===== config.mk =====
export PLATFORM = sky130hd
export DESIGN_NAME = conv_sequencer
export DESIGN_NICKNAME = d
export VERILOG_FILES = /design/src/rtl/conv_seq_pkg.sv /design/src/rtl/conv_seq_perf.sv /design/src/rtl/conv_sequencer.sv
export SDC_FILE = /design/constraint.sdc
export NUM_CORES = 1
export LEC_CHECK = 0
export ABC_AREA = 1
export CAP_MARGIN = 25
export CORE_AREA = 2 2 84 86
export DETAILED_ROUTE_END_ITERATION = 10
export DIE_AREA = 0 0 86 88
export RECOVER_POWER = 50
export SKIP_LAST_GASP = 1
export SLEW_MARGIN = 25
export SYNTH_ARGS = -nofsm -noshare
export SYNTH_HDL_FRONTEND = slang
export SYNTH_SLANG_ARGS = --single-unit

===== constraint.sdc =====
create_clock -name clk -period 3.85 [get_ports clk]
set_input_delay 0.9625 -clock clk [delete_from_list [all_inputs] [get_ports clk]]
set_output_delay 0.9625 -clock clk [all_outputs]
set_load 0.01 [all_outputs]

===== src/rtl/conv_seq_pkg.sv =====
// Shared types and constants for the convolution sequencer: FSM states,
// offset generator mode encodings and per-phase word counts.
package conv_seq_pkg;

  typedef enum logic [2:0] {
    ST_IDLE,
    ST_FILTER,
    ST_LINE,
    ST_MAC,
    ST_STORE,
    ST_FINISH
  } state_t;

  localparam logic [1:0] MODE_FILTER = 2'b00;
  localparam logic [1:0] MODE_STORE  = 2'b01;
  localparam logic [1:0] MODE_LINE   = 2'b10;

  localparam int FILTER_WORDS = 4;
  localparam int LINE_WORDS   = 4;

  // States that issue memory accesses and therefore can stall on mem_ready.
  function automatic logic is_mem_state(input state_t s);
    return (s == ST_FILTER) || (s == ST_LINE) || (s == ST_STORE);
  endfunction

endpackage


===== src/rtl/conv_seq_perf.sv =====
// Saturating stall counter: +1 per stalled memory cycle, cleared on run start.
// One-cycle update latency; no backpressure (pure observer).
module conv_seq_perf #(
  parameter int CNT_W = 16
) (
  input  logic             clk,
  input  logic             rst,
  input  logic             clr,
  input  logic             inc,
  output logic [CNT_W-1:0] stall_cnt
);

  always_ff @(posedge clk or negedge rst) begin
    if (!rst) begin
      stall_cnt <= '0;
    end else if (clr) begin
      stall_cnt <= '0;
    end else if (inc && (stall_cnt != '1)) begin
      stall_cnt <= stall_cnt + CNT_W'(1);
    end
  end

endmodule


===== src/rtl/conv_sequencer.sv =====
// Convolution control FSM: filter load, then per output line read / MAC / store. Optional CONV_SEQ_PERF_EN adds stall_cnt.
// Outputs decode from registered state plus mem_ready; mem_ready=0 freezes FILTER/LINE/STORE with no access issued.
module conv_sequencer
  import conv_seq_pkg::*;
#(
  parameter int NUM_OUTPUTS = 16,
  parameter int MAC_CYCLES  = 4,
  parameter int CNT_W       = 16
) (
  input  logic             clk,
  input  logic             rst,
  input  logic             start,
  input  logic             mem_ready,
  input  logic             og_done,
  output logic             og_active,
  output logic [1:0]       og_mode,
  output logic             og_clr,
  output logic             mac_en,
  output logic             mac_clr,
  output logic             wr_en,
  output logic             busy,
  output logic             finish,
`ifdef CONV_SEQ_PERF_EN
  output logic [CNT_W-1:0] stall_cnt,
`endif
  output logic [CNT_W-1:0] out_idx
);

  localparam logic [CNT_W-1:0] LAST_IDX = CNT_W'(NUM_OUTPUTS - 1);
  localparam logic [CNT_W-1:0] LAST_MAC = CNT_W'(MAC_CYCLES - 1);

  state_t           state;
  state_t           state_nxt;
  logic [CNT_W-1:0] mac_cnt;
  logic             start_acc;
  logic             idx_inc;
  logic             mac_step;
  logic             mac_wrap;

  always_ff @(posedge clk or negedge rst) begin
    if (!rst) begin
      state <= ST_IDLE;
    end else begin
      state <= state_nxt;
    end
  end

  always_comb begin
    state_nxt = state;
    og_active = 1'b0;
    og_mode   = MODE_FILTER;
    og_clr    = 1'b0;
    mac_en    = 1'b0;
    mac_clr   = 1'b0;
    wr_en     = 1'b0;
    busy      = 1'b0;
    finish    = 1'b0;
    start_acc = 1'b0;
    idx_inc   = 1'b0;
    mac_step  = 1'b0;
    mac_wrap  = 1'b0;
    case (state)
      ST_IDLE: begin
        // Holding the offset generator in clear makes every run start at offset 0.
        og_clr = 1'b1;
        if (start) begin
          start_acc = 1'b1;
          state_nxt = ST_FILTER;
        end
      end
      ST_FILTER: begin
        busy      = 1'b1;
        og_mode   = MODE_FILTER;
        og_active = mem_ready;
        if (mem_ready && og_done) state_nxt = ST_LINE;
      end
      ST_LINE: begin
        busy      = 1'b1;
        og_mode   = MODE_LINE;
        og_active = mem_ready;
        if (mem_ready && og_done) state_nxt = ST_MAC;
      end
      ST_MAC: begin
        // Mode stays LINE so the offset output is stable while the MAC consumes data.
        busy    = 1'b1;
        og_mode = MODE_LINE;
        mac_en  = 1'b1;
        mac_clr = (mac_cnt == '0);
        if (mac_cnt == LAST_MAC) begin
          mac_wrap  = 1'b1;
          state_nxt = ST_STORE;
        end else begin
          mac_step = 1'b1;
        end
      end
      ST_STORE: begin
        busy      = 1'b1;
        og_mode   = MODE_STORE;
        og_active = mem_ready;
        wr_en     = mem_ready;
        if (mem_ready) begin
          if (out_idx == LAST_IDX) begin
            state_nxt = ST_FINISH;
          end else begin
            idx_inc   = 1'b1;
            state_nxt = ST_LINE;
          end
        end
      end
      ST_FINISH: begin
        busy      = 1'b1;
        finish    = 1'b1;
        og_mode   = MODE_FILTER;
        state_nxt = ST_IDLE;
      end
      default: state_nxt = ST_IDLE;
    endcase
  end

  always_ff @(posedge clk or negedge rst) begin
    if (!rst) begin
      out_idx <= '0;
      mac_cnt <= '0;
    end else begin
      if (start_acc) begin
        out_idx <= '0;
      end else if (idx_inc) begin
        out_idx <= out_idx + CNT_W'(1);
      end
      if (mac_wrap) begin
        mac_cnt <= '0;
      end else if (mac_step) begin
        mac_cnt <= mac_cnt + CNT_W'(1);
      end
    end
  end

`ifdef CONV_SEQ_PERF_EN
  conv_seq_perf #(
    .CNT_W(CNT_W)
  ) u_perf (
    .clk      (clk),
    .rst      (rst),
    .clr      (start_acc),
    .inc      (is_mem_state(state) && !mem_ready),
    .stall_cnt(stall_cnt)
  );
`endif

endmodule


# Word-level counts from Yosys, hierarchy flattened
# Cells that the tools add are included.
[word_totals]
out_inout_bits = 25
reg_bits = 35
wordCells = 54
inputBits = 5
[op_classes]
eq_ne = 12
muxes = 28
n_addsub = 2
n_reduce_logical = 9
[ops]
columns = ["cell", "n"]
rows = [
  ["2-to-1 mux 16 bit", 4],
  ["adder 16 x 1 -> 16 bit, second input constant", 2],
  ["2-to-1 mux 3 bit", 6],
  ["== test 16 x 2 -> 1 bit, second input constant", 1],
  ["== test 16 x 4 -> 1 bit, second input constant", 1],
  ["logical NOT 16 bit", 1],
  ["2-to-1 mux 1 bit", 16],
  ["one-hot mux 3 bit (5 select lines)", 1],
  ["inequality test 2 bit, second input constant", 5],
  ["== test 3 x 2 -> 1 bit, second input constant", 2],
  ["== test 3 bit, second input constant", 2],
  ["AND reduction 5 bit", 1],
  ["OR reduction 5 bit", 1],
  ["one-hot mux 2 bit (2 select lines)", 1],
  ["nonzero test 2 bit", 2],
  ["== test 3 x 1 -> 1 bit, second input constant", 1],
  ["logical NOT 3 bit", 1],
  ["OR reduction 3 bit", 1],
  ["OR reduction 2 bit", 1],
  ["logical AND 1 bit", 1],
]

# Logic depth before layout (Yosys ltp)
# Gate-level depths: netlist of run 1.
[depth]
ltp_word = 6
depth_mapped = 11
depth_no_buf = 10

# Least setup slack after synthesis of run 1
# Ideal clock, no wire load.
[synth_timing]
path_type = "input to output"
from = "input mem_ready"
to = "output og_active"
required_ns = 2.888
t_arrival_ns = 1.265
setup_slack_ns = 1.622
n_path_buf = 0
path_stages = 2
path_cell_list = "inv_1 -> o21ai_0"
[synth_between]
elab_chain_len = 1
[synth_lines]
columns = ["item", "line_no", "source"]
rows = [
  ["from (decl)", "conv_sequencer.sv:13", "input logic mem_ready,"],
  ["2-to-1 mux 1 bit", "conv_sequencer.sv:62", "case (state)"],
  ["to (decl)", "conv_sequencer.sv:15", "output logic og_active,"],
]
# Every way passes these cells.

# Worst setup path after layout of run 1
# Ends and elaborated chain as after synthesis.

==> metrics, run 1 <==
Synth cell types=25; FILL cells=702; # port buffers=29; CP Max Fanout=4; ys flop type=dfrtp_1; CP required=2890 ps; DR vias/cell=4.89; H-tree depth=2; Final Cycle Share=83.4%; PD cells=484 mW/mm²; syn nets=336; Initial DRC Count=130; Reg-to-Reg Start=state[2]; yosys warns=0; starting density of the core=34.3%; Hold Crit Endpoint=mac_cnt[8]; post-layout util=41.1%; FF-to-FF setup slack=1780 ps; DR vias=2148; Compound-Gate Fraction of Synth Area=5.33%; R2R depth=7; CTS tree=yes; final hold vios=0; clk slew on worst S/H paths=70 ps; grt met1 use=19.9%; Post-CTS Setup Bufs=0; Post-synth top cells=93 x nand2_1, 46 x nor2_1, 38 x inv_1; Synth Area in XOR/XNOR=5.77%; Peak supply drop=0.339 mV; crit end category=output port; total track usage=15.3%; Core ar.=0.00664 mm²; initial antenna violation count=0; post-layout net count=366; slew at the pin closest to its max-slew limit=1880 ps; met2 global-route usage=25.7%; Detail Placement HPWL=3890 µm; headroom to the max-slew limit=-25.6%; CTS Root Cell=clkbuf_8; most frequent cell after synthesis=nand2_1; Crit Path Class=in2out; GPL Wtd Cong=0.830; Min-Delay Path Depth=1; final total negative setup slack=0 ps; Antenna diodes=0; Post-CTS Resized=0; failing checks=max-capacitance violations, max-slew violations; clk_lat worst skew=290 ps; total CTS buffers=5; max-cap violations=1; area grow syn2layout=19.8%; DRC Markers=0; status=finished with violations; largest family of logic cells by synthesized area=simple AND/OR/NAND/NOR gates; Mapped Cells=328; Post-synth EDFFs=0; I/O pin cnt=30; clock skew=10.1 ps; Site Rows=30; DR pass1 iterations=4; gr busiest metal=met2; Final Setup Violations=0; Post-Route WL=5330 µm; sequential share of the synthesized area=38.5%; Die X=86 µm; Synth area leader=dfrtp_1; HP Class=reg2reg; Critical Path AT=2250 ps; met3 usage=3.02%; Area contributors post-synth=dfrtp_1 38%, nand2_1 15%, nor2_1 7.6%; Max Clk Rate=0.311 GHz; largest net degree at the start of global routing=36; Die H=88 µm; Clock Path Buffers=2; Adder-Cell Fraction of Synth Area=1.65%; vias in the first global route=2081; wire per inst=12.1 µm; cell area after synthesis=0.00228 mm²; post-synthesis mux area share=0%; Mean Syn Cell Area=6.94 µm²; fin. max-slew vios=36; gr ovfl total=0; Synth top area share=38.5%; full die area=0.00757 mm²; fraction of layout cells with a size suffix above 1=6.13%; Clock Sinks=35; Worst setup SP type=input port; Tmin final=3210 ps; Async S/R FF share, synth=100%; Routed Antenna Nets=0; RSZ-0062 raised after global routing=no; Post-Synth Simple-Gate Area=39.6%; hold path start=mac_cnt[8]; LEAKAGE=0.00128 µW; synthesized flop and latch total=35; first-pass GRT wire length=9330 µm; # hold bufs at CTS=0; end of the worst register-to-register path=mac_cnt[14]
[critical path: stages]
cell and delay [ps]:
clkdlybuf4s50_1 520, inv_1 50, o21ai_0 160, clkdlybuf4s50_1 550
[metrics by stage]
stage / setup WS, ps / cell area (µm²) / instances / hold WS [ps] / total power [µW]
floorplan: 1620 / 2280 / 328 / 463 / 806
global placement: 662 / 2620 / 431 / 492 / 977
detailed placement: 626 / 2620 / 431 / 493 / 981
CTS: 626 / 2730 / 439 / 510 / 1340
global route: 559 / 2730 / 439 / 521 / 1420
finish: 639 / 2730 / 439 / 503 / 1320
[metal layers]
layer | wire [µm] | vias up
li1 | - | 1110
met2 | 2490 | 36
met4 | 70 | 0
met5 | 0 | -
met1 | 2590 | 993
met3 | 184 | 9
[cells by family after synthesis]
group | after synthesis
AO/OA/AOI/OAI | 22
XOR/XNOR | 15
adder cells (fa/ha/maj) | 3
buffers and inverters | 48
flip-flops | 35
AND/OR/NAND/NOR | 205
[area by class of cell]
cell class,instances,area (µm²),share of cell area [%]
multi-input cells,245,1190,43.7
well taps,80,100,3.67
repair buffers,30,288,10.6
clock inverters,2,35.0,1.28
flip-flops and latches,35,876,32.1
inverters,41,155,5.69
clock buffers,6,82.6,3.03
[power breakdown]
group          total [µW]  internal (µW)  switching (µW)
registers             469            413            56.5
logic                 498            193             305
clock network         352            210             143
total                1320            815             505
[flip-flops by register name, summed over array words and instances, names as in the netlist]
| signal | count |
|---|---|
| mac_cnt | 16 |
| out_idx | 16 |
| state | 3 |
[placed cells by master (no fill, tap or decap)]
master           count
a21oi_1              2
a22oi_1              1
a31oi_1              1
bufinv_16            1
clkbuf_1             2
clkbuf_8             6
clkdlybuf4s50_1     28
clkinv_2             2
dfrtp_1             35
ha_1                 3
inv_1               38
inv_2                2
nand2_1             93
nand2_2              5
nand2_4              2
nand3_1             30
nand3_2              1
nand4_1             17
nor2_1              46
nor2_2               2
nor3_1               8
o21ai_0             15
o21bai_1             3
or2_2                1
xnor2_1              3
xor2_1              12
[worst max-delay path by stage]
stage                     slack (ps)       from         to  depth (start not counted)
final                            640  mem_ready  og_active                          4
after global routing             560  mem_ready  og_active                          4
after CTS                        630  mem_ready  og_active                          4
after detailed placement         630  mem_ready  og_active                          4
after global placement           660  mem_ready  og_active                          4
after floorplan                 1620  mem_ready  og_active                          2
(Power assumes the default switching activity.)
==> run 2: changes to the inputs <==
==> constraint.sdc (replaced) <==
create_clock -name clk -period 3.31 [get_ports clk]
set_input_delay 0.8275 -clock clk [delete_from_list [all_inputs] [get_ports clk]]
set_output_delay 0.8275 -clock clk [all_outputs]
set_load 0.01 [all_outputs]
==> run 2 against run 1 <==
The run still ends with max-capacitance violations, max-slew violations left. Clock skew down 4.8 ps. Design area down 0.50%. Routed wire length down 1.1%. Die area unchanged. Hold slack better by 3.7 ps. Global-route usage down 0.19 points. Non-clock buffer count unchanged. Via count up 0.42%. Sequential cell count unchanged. Combinational power up 16%. Largest power group unchanged.
==> metrics, run 2 (synthesis gave the netlist of run 1 again) <==
GPL Wtd Cong=0.810 (-2.3%); CP required=2480 ps (-410 ps); PD cells=541 mW/mm² (+12%); Clock Path Buffers=2 (unchanged); Tmin final=2930 ps; DRC Markers=0 (unchanged); cell mode on critical path=clkdlybuf4s50_1; # hold bufs at CTS=0 (unchanged); total track usage=15.1% (-0.19 points); final hold vios=0 (unchanged); post-layout net count=366 (unchanged); RSZ-0062 raised after global routing=no; Power Total=1470 µW (+11%); Flop pwr share=37.2% (+1.6 points); CP Max Fanout=4 (unchanged); Reg-to-Reg Start=out_idx[0]; slowest cell on the critical path=clkdlybuf4s50_1; gr ovfl total=0 (unchanged); Detail Placement HPWL=3930 µm (+0.81%); Final Setup Violations=0 (unchanged); FILL cells=711 (+1.3%); commonest non-fill, non-tap cells in the layout=93 x nand2_1, 46 x nor2_1, 38 x inv_1, 35 x dfrtp_1, 30 x nand3_1; area grow syn2layout=19.2%; DR vias=2157 (+0.42%); starting density of the core=34.3% (unchanged); NetSw=568 µW (+13%); Peak supply drop=0.346 mV (+2.0%); Worst setup SP type=input port; commonest non-fill, non-tap cell in the layout=nand2_1; Initial DRC Count=117 (-10%); Crit Path Class=in2out; HP Class=reg2reg; P_int=900 µW (+10%); WP buf/inv=3 (unchanged); CTS Root Cell=clkbuf_8; LEAKAGE=0.00128 µW (-0.44%); Site Rows=30 (unchanged); Die X=86 µm (unchanged); fin cells=439 (unchanged); Post-Route WL=5280 µm (-1.1%); DR vias/cell=4.91 (+0.42%); crit end category=output port; Critical Path Max Stage Delay=550 ps (about the same); Min-Delay Path Depth=1 (unchanged); Post-CTS Setup Bufs=0 (unchanged); CP delay by family, top=buffers and inverters; max-cap violations=1 (unchanged); wire per inst=12.0 µm (-1.1%); CTS tree=yes; clock skew=5.36 ps (-4.78 ps); hold path start=mac_cnt[8]; total CTS buffers=5 (unchanged); Placed Cells incl. Taps=431 (unchanged); Logic pwr share=39.4% (+1.7 points); fraction of layout cells with a size suffix above 1=6.13% (unchanged); I/O pin cnt=30 (unchanged); R2R depth=9 (+2); # port buffers=29 (unchanged); end of the worst register-to-register path=out_idx[11]; Critical Path AT=2110 ps (-140 ps); Clk network pwr share=23.4% (-3.3 points); clk_lat worst skew=280 ps (about the same); full die area=0.00757 mm² (unchanged); Antenna diodes=0 (unchanged); Core ar.=0.00664 mm² (unchanged); headroom to the max-slew limit=-23.7% (+1.8 points); fin. max-slew vios=36 (unchanged); status=finished with violations; slew at the pin closest to its max-slew limit=1860 ps (-27.1 ps); vias in the first global route=2013 (-3.3%); clk slew on worst S/H paths=70 ps (about the same); Routed Antenna Nets=0 (unchanged); FF-to-FF setup slack=1520 ps (-260 ps); switching portion of total power=38.7% (+0.47 points); H-tree depth=2 (unchanged); crit path cell chain=clkdlybuf4s50_1, inv_1, o21ai_0, clkdlybuf4s50_1; initial antenna violation count=0 (unchanged); Hold Crit Endpoint=mac_cnt[8]; final total negative setup slack=0 ps (unchanged); first-pass GRT wire length=9180 µm (-1.6%); Post-CTS Resized=0 (unchanged); Max Clk Rate=0.341 GHz; Critical Path Source=mem_ready; failing checks=max-capacitance violations, max-slew violations; Die H=88 µm (unchanged); DR pass1 iterations=4 (unchanged); largest registers=mac_cnt x16, out_idx x16, state x3; Clock Sinks=35 (unchanged); Final Cycle Share=88.6%; largest net degree at the start of global routing=36 (unchanged)
## run 2: changes by cell type in the layout (fill, tap and decap cells not counted), sizes merged
cell,delta
buf,+1
bufinv,-1
clkbuf,+1
clkinv,-1
## run 2: power groups by stage
stage	Combinational, µW	Sequential [µW]	Clock (µW)
after floorplan	403	535	0
after global placement	581	551	0
after CTS	589	547	352
after global routing	653	555	379
final	578	546	344
after detailed placement	587	555	0
## run 2: worst max path at each step
stage	to	depth (start not counted)
after floorplan	mac_clr	6
after global placement	og_active	4
after detailed placement	og_active	4
after CTS	og_active	4
after global routing	og_active	4
final	og_active	4
## run 2: worst reg2reg max path: cells and delay by family, from the launching register on
kind	cells	cell delay (ps)
buffers and inverters	1	210
adders and majority gates	1	300
DFF	1	440
and+or+nand+nor	7	790
## run 2: per-stage QoR
| step | cell area (µm²) | util, % | worst slack, ps | hold slack (ps) |
|---|---|---|---|---|
| final | 2710 | 40.8 | 377 | 507 |
| after global routing | 2710 | 40.8 | 279 | 538 |
| after CTS | 2720 | 40.9 | 366 | 515 |
| after detailed placement | 2620 | 39.4 | 366 | 500 |
| after global placement | 2620 | 39.4 | 393 | 496 |
| after floorplan | 2280 | - | 1240 | 463 |
## run 2: routing by layer
metal	wire length (µm)	vias up	GRT usage, %
li1	-	1107	-
met1	2430	1003	20.1
met3	219	2	2.73
met2	2600	45	25.6
met4	29	0	3.90
met5	0	-	0
## run 2: layout make-up
| type | instances | area, µm² | share of cell area [%] |
|---|---|---|---|
| well taps | 80 | 100 | 3.69 |
| multi-input cells | 245 | 1190 | 43.9 |
| clock buffers | 8 | 100 | 3.69 |
| flip-flops and latches | 35 | 876 | 32.3 |
| repair buffers | 30 | 292 | 10.7 |
| inverters | 41 | 155 | 5.72 |
==> run 3: changes to the inputs <==
--- a/config.mk
+++ b/config.mk
@@ -8,6 +8,7 @@
 export ABC_AREA = 1
 export CAP_MARGIN = 25
 export CORE_AREA = 2 2 84 86
+export CTS_CLUSTER_SIZE = 20
 export DETAILED_ROUTE_END_ITERATION = 10
 export DIE_AREA = 0 0 86 88
 export RECOVER_POWER = 50
==> results of run 3 <==
Final layout, timing and power as in run 2 (identical DEF).
